[src/rtl/if_stage.sv]
// -----------------------------------------------------------------------------
// if_stage : instruction-fetch stage of the pipeline.
//
// Holds the PC, chooses the next PC (sequential, branch target or jump
// target) and owns the IF/ID pipeline register. The instruction memory is
// addressed by pc_out and returns instr_in combinationally in the same cycle.
//
// Next-state priority each rising edge (rst_n high):
//   branch redirect > jump redirect > stall > halted bubble > sequential fetch
// Redirects flush IF/ID even while stalled.
//
// Ports:
//   clk, rst_n              clock (rising edge), synchronous active-low reset
//   stall                   hold PC and IF/ID
//   br_taken, br_pc4,       taken branch redirect, PC+4 of redirecting
//   br_imm                  instruction, signed word-offset immediate
//   j_en, j_index           jump redirect and its 26-bit index field
//   pc_out                  current PC (instruction memory address)
//   instr_in                instruction read at pc_out
//   ifid_instr, ifid_pc4,   IF/ID register contents handed to decode
//   ifid_valid
//   halted                  combinational: pc_out > LAST_PC
//
// Optional feature, macro IF_STAGE_PERF_CNT_EN:
//   perf_fetched            count of sequential-fetch cycles
//   perf_bubbles            count of bubble cycles (redirects and halted)
// -----------------------------------------------------------------------------
module if_stage #(
    parameter logic [31:0] RESET_PC = 32'd0,
    parameter logic [31:0] LAST_PC  = 32'd40
) (
    input  logic        clk,
    input  logic        rst_n,
    input  logic        stall,
    input  logic        br_taken,
    input  logic [31:0] br_pc4,
    input  logic [15:0] br_imm,
    input  logic        j_en,
    input  logic [25:0] j_index,
    output logic [31:0] pc_out,
    input  logic [31:0] instr_in,
    output logic [31:0] ifid_instr,
    output logic [31:0] ifid_pc4,
    output logic        ifid_valid,
    output logic        halted
`ifdef IF_STAGE_PERF_CNT_EN
    ,
    output logic [31:0] perf_fetched,
    output logic [31:0] perf_bubbles
`endif
);

    logic [31:0] r_pc;
    logic [31:0] r_ifid_instr;
    logic [31:0] r_ifid_pc4;
    logic        r_ifid_valid;

    logic [31:0] w_pc_plus4;
    logic [31:0] w_br_tgt;
    logic [31:0] w_j_tgt;
    logic        w_halted;

    logic [31:0] w_pc_nxt;
    logic [31:0] w_instr_nxt;
    logic [31:0] w_pc4_nxt;
    logic        w_valid_nxt;
    logic        w_fetch;
    logic        w_bubble;

    // Redirect targets and sequential PC; all arithmetic wraps modulo 2^32.
    always_comb begin
        w_pc_plus4 = r_pc + 32'd4;
        w_br_tgt   = br_pc4 + {{14{br_imm[15]}}, br_imm, 2'b00};
        w_j_tgt    = {br_pc4[31:28], j_index, 2'b00};
        w_halted   = (r_pc > LAST_PC);
    end

    // Next PC / IF/ID selection in priority order; defaults hold state.
    always_comb begin
        w_pc_nxt    = r_pc;
        w_instr_nxt = r_ifid_instr;
        w_pc4_nxt   = r_ifid_pc4;
        w_valid_nxt = r_ifid_valid;
        w_fetch     = 1'b0;
        w_bubble    = 1'b0;
        if (br_taken) begin
            w_pc_nxt    = w_br_tgt;
            w_instr_nxt = 32'h0;
            w_pc4_nxt   = 32'h0;
            w_valid_nxt = 1'b0;
            w_bubble    = 1'b1;
        end else if (j_en) begin
            w_pc_nxt    = w_j_tgt;
            w_instr_nxt = 32'h0;
            w_pc4_nxt   = 32'h0;
            w_valid_nxt = 1'b0;
            w_bubble    = 1'b1;
        end else if (stall) begin
            w_pc_nxt    = r_pc;
        end else if (w_halted) begin
            // Beyond the populated program: keep PC, feed decode a bubble.
            w_pc_nxt    = r_pc;
            w_instr_nxt = 32'h0;
            w_pc4_nxt   = 32'h0;
            w_valid_nxt = 1'b0;
            w_bubble    = 1'b1;
        end else begin
            w_pc_nxt    = w_pc_plus4;
            w_instr_nxt = instr_in;
            w_pc4_nxt   = w_pc_plus4;
            w_valid_nxt = 1'b1;
            w_fetch     = 1'b1;
        end
    end

    // PC and IF/ID registers with synchronous reset.
    always_ff @(posedge clk) begin
        if (!rst_n) begin
            r_pc         <= RESET_PC;
            r_ifid_instr <= 32'h0;
            r_ifid_pc4   <= 32'h0;
            r_ifid_valid <= 1'b0;
        end else begin
            r_pc         <= w_pc_nxt;
            r_ifid_instr <= w_instr_nxt;
            r_ifid_pc4   <= w_pc4_nxt;
            r_ifid_valid <= w_valid_nxt;
        end
    end

    assign pc_out     = r_pc;
    assign ifid_instr = r_ifid_instr;
    assign ifid_pc4   = r_ifid_pc4;
    assign ifid_valid = r_ifid_valid;
    assign halted     = w_halted;

`ifdef IF_STAGE_PERF_CNT_EN
    logic [31:0] r_perf_fetched;
    logic [31:0] r_perf_bubbles;

    // Performance counters; stall cycles raise neither event so they hold.
    always_ff @(posedge clk) begin
        if (!rst_n) begin
            r_perf_fetched <= 32'd0;
            r_perf_bubbles <= 32'd0;
        end else begin
            r_perf_fetched <= r_perf_fetched + {31'd0, w_fetch};
            r_perf_bubbles <= r_perf_bubbles + {31'd0, w_bubble};
        end
    end

    assign perf_fetched = r_perf_fetched;
    assign perf_bubbles = r_perf_bubbles;
`else
    // Without counters the event strobes have no consumer.
    logic w_unused_evt;
    assign w_unused_evt = w_fetch ^ w_bubble;
`endif

endmodule

[config.mk]
export PLATFORM = sky130hd
export DESIGN_NAME = if_stage
export DESIGN_NICKNAME = d
export VERILOG_FILES = /design/src/rtl/if_stage.sv
export SDC_FILE = /design/constraint.sdc
export NUM_CORES = 1
export LEC_CHECK = 0
export ABC_AREA = 1
export CORE_MARGIN = 8
export CORE_UTILIZATION = 40
export CTS_BUF_LIST = sky130_fd_sc_hd__clkbuf_8
export DETAILED_ROUTE_END_ITERATION = 12
export GPL_TIMING_DRIVEN = 0
export PLACE_DENSITY = 0.7
export SETUP_SLACK_MARGIN = 0.15
export SLEW_MARGIN = 0
export SYNTH_ARGS = -nofsm -noshare
export SYNTH_HDL_FRONTEND = slang
export SYNTH_SLANG_ARGS = --single-unit
[constraint.sdc]
create_clock -name clk -period 2.5 [get_ports clk]
set_clock_uncertainty 0.05 [all_clocks]
set_input_delay 0.75 -clock clk [delete_from_list [all_inputs] [get_ports clk]]
set_output_delay 0.75 -clock clk [all_outputs]
set_load 0.02 [all_outputs]
---- Word level (Yosys, flattened, before mapping) ----
Cells that the tools add are included.
operators by class
  bitwise gates (word level) .............. 1
  $add $sub $neg .......................... 2
  order comparisons ....................... 1
  equal/unequal tests ..................... 2
  reduce and logical (&&, ||, !) cells .... 2
  multiplexer cells ....................... 7
operators by type and width
  kind                   number
  $mux 32                6
  $add 32x3->32 const B  1
  $add 32x32->32         1
  $gt 32x6->1 const B    1
  $ne 3x1->1 const B     1
  $ne 3x3->1 const B     1
  $reduce_or 3->1        1
  $reduce_and 2->1       1
  $mux 1                 1
  $not 1->1              1
storage, ports and cells
  flip-flop bits (word level) ............. 97
  output and inout port bits .............. 98
  input port bits ......................... 111

---- Depth between registers and ports, before layout ----
  word-level depth ........................ 5
  gate-level depth with buffers ........... 13

---- Worst setup path before layout ----
Ideal clock, no wire load.
  kind .................................... in2reg
  start point ............................. in br_pc4[2]
  end point ............................... reg r_pc[16], in the netlist pc_out[16]
  data required time ...................... 2333 ps
  path buffers ............................ 0
  setup slack ............................. 154 ps
  stages .................................. 12
  arrival time ............................ 2179 ps
  cell sequence ........................... ha_1 -> fa_1 -> nand3_1 -> nand3_1 -> nand2_1 -> nand2_1 -> nand3_1 -> nand2_1 -> o21ai_0 -> nor2_1 -> nor2_1 -> nor2_1
between the ends
  cells in the longest elaborated chain, start to end .. 2
RTL lines
  what                  line  text
  from (decl)           36    input logic [31:0] br_pc4,
  $add 32x32->32        73    w_br_tgt = br_pc4 + {{14{br_imm[15]}}, br_imm, 2'b00};
  $mux 32               86    if (br_taken) begin
  to (signal assigned)  124   r_pc <= w_pc_nxt;
  to (decl)             53    logic [31:0] r_pc;
No other way between the ends.
A chain may end at the register's enable or synchronous reset.

---- Worst setup path after layout ----
  start point ............................. reg r_pc[2], in the netlist pc_out[2]
  end point ............................... out halted
between the ends
  cells in the longest elaborated chain, start to end .. 1
RTL lines
  what         line  text
  $gt 32x6->1  75    w_halted = (r_pc > LAST_PC);
  to (decl)    45    output logic halted
No other way between the ends.

==> reports/results.txt <==
worst hold path class - flop to flop
HPWL Detailed - 21.3 mm
crit end category - output pin
post-route non-filler standard cell count - 1633
Final Critical Period - 2.34 ns
Top FF cell, synth - dfxtp_1
Avg WL per Cell - 16.6 um
cells after synthesis - 1173
Starting Density - 40.4%
residual DRC count - 0
Yosys Warn Count - 0
fmax - 428 MHz
core area - 0.0171 mm^2
Critical Path Source - pc_out[2]
Arr. time, crit path - 1.54 ns
CP Max Fanout - 5
mapped cell area - 0.00688 mm^2
Post-Synth Adder-Cell Area - 5.93%
GP Congestion - 0.939
RR Startpoint - pc_out[2]
dpl ws - -0.850 ns
simple-gate area share of the yosys netlist - 42.0%
most frequent cells in the layout - nand2_1, clkdlybuf4s50_1, nor2_1
CTS tree - built
Worst-Margin Slew - 0.666 ns
clock root buffer - clkbuf_8
# diodes - 0
Total GRT Usage - 23.7%
Std-Cell Rows - 48
clock buffer depth - 2
leakage power - 4.28 nW
pin count of the biggest net entering global routing - 19
CP Data Required Time - 1.70 ns
worst hold stages - 2
Synth top area share - 28.2%
Unique masters post-synth - 39
gr ovfl total - 0
number of synthesized register bits - 97
share of post-route cells with drive strength above 1 - 12.9%
Worst Setup Path Type - flop to output pin
Synth area leader - dfxtp_1
clock-pin slew on the worst setup and hold paths - 0.11 ns
final setup fails - 0
height of the die - 147 um
final hold violation count - 0
mux cell area share after synthesis - 0%
largest family of logic cells by synthesized area - simple AND/OR/NAND/NOR gates
XOR/XNOR share of the synthesized area - 1.65%
cts bufs inserted - 9
TritonRoute pass-1 iters - 5
antenna-violating nets left - 0
fin nets - 1546
register area share after synthesis - 28.2%
worst setup margin - 0.163 ns
first-pass GRT wire length - 41.1 mm
Routed WL - 27.1 mm
CP startpoint kind - flop
Synth async-reset ratio - 0%
initial antenna violation count - 0
Via Count - 8355
Final Max Slew Viols - 0
die span in x - 147 um
Final Cycle Share - 93.5%
Post-synth EDFFs - 0
worst hold start - ifid_pc4[17]
I/O pins - 209
post-DR vias/cell - 5.12
PD cells - 412 mW/mm^2
worst relative slew slack - 55.6%
Placed Cells - 1604
H-tree depth - 3
top cells by area, synth - dfxtp_1, nand2_1, nor2_1
Max-Cap Viols - 0
worst-case reg-to-reg path depth - 12
commonest non-fill, non-tap cell in the layout - nand2_1
Power Total - 4.20 mW
status - complete, no violations
clock sinks - 97
Max IR drop VDD - 0.272 mV
die area - 0.0217 mm^2
post-synthesis compound-gate area fraction - 12.9%
Port Buffer Count - 206
area grow syn2layout - 48.0%
Post-Syn Nets - 1316
number of global-route vias before repair - 7449
Avg Inst Size Synth - 5.87 um^2
Initial DRC Count - 657
unrepaired setup endpoints after global routing - yes
Clk Latency, worst-skew pair - 0.39 ns
state kept, by name, summed over array words and instances (netlist names):
name        cells
pc_out         32
ifid_instr     32
ifid_pc4       32
ifid_valid      1
worst paths after layout:
path,to,slack (ns)
worst max-delay path,halted,0.16
worst min-delay path,ifid_pc4[17],0.40
worst max register to register,pc_out[14],0.36
worst min register to register,ifid_pc4[17],0.40
logic make-up after synthesis:
logic type / count (synthesis)
XOR/XNOR: 13
AO/OA/AOI/OAI: 169
AND/OR/NAND/NOR: 703
buffers and inverters: 159
adder cells (fa/ha/maj): 32
flip-flops: 97
layout make-up:
type                            count  area, um^2
Multi-Input combinational cell    917        4920
Clock inverter                      6        61.3
Timing Repair Buffer              219        2180
Sequential cell                    97        1970
Inverter                          121         459
Buffer                             38         188
Clock buffer                       10         138
Fill cell                        1682        6870
Tap cell                          225         282
per-layer routing:
| layer | global-route usage, % | up-vias | wire length, um |
|---|---|---|---|
| met4 | 5.25 | 0 | 424 |
| li1 | - | 4197 | - |
| met5 | 0 | - | 0 |
| met3 | 5.91 | 25 | 2380 |
| met2 | 37.8 | 343 | 12300 |
| met1 | 31.4 | 3790 | 12000 |
report_power, final:
group          internal (mW)  leakage, nW  switching, mW
registers               1.60        0.794          0.101
logic                  0.624         3.39          0.812
clock network          0.414       0.0982          0.643
total                   2.64         4.28           1.56
cells in the mapped netlist (2+ instances only):
master    count
o22ai_1       2
buf_4         3
buf_6         3
nor3_1        6
nand3_1      80
nor2_1      179
nand3b_1     14
a22oi_1       3
xnor2_1       4
xor2_1        9
nor2_4        4
buf_2         9
o21ai_1       8
ha_1         31
a21oi_1      96
inv_1       116
nand4_1       8
dfxtp_1      97
clkinv_1      2
o21bai_1      3
nand2_1     403
inv_2         3
nor2_2        3
o21ai_0      48
o211ai_1      4
clkbuf_1     22
through the flow:
stage	util (%)	cell area, um^2	TNS [ns]	hold WS [ns]
6_report	59.7	10200	0	0.396
5_1_grt	59.7	10200	0	0.409
4_1_cts	56.7	9670	0	0.398
3_5_place_dp	54.1	9230	-15.38	0.383
3_3_place_gp	54.1	9230	-14.03	0.381
2_1_floorplan	-	6880	0	0.475
critical path: stages, from the launching register on:
cell and delay, ns:
dfxtp_4 0.39, inv_6 0.08, ha_4 0.12, nand3b_1 0.08, nand2_1 0.10, nand2_2 0.07, nor2_4 0.12, nand2_2 0.07
buf_6 0.13
what timing repair did:
action | CTS | global route
hold endpoints to repair | 0 | 0
hold buffers | 0 | 0
pin swaps | 11 | 21
cloned | 0 | 0
resized for setup | 81 | 105
setup endpoints to repair | 37 | 30
setup buffers | 3 | 10
Note: power is estimated with default switching activity, not from simulation.
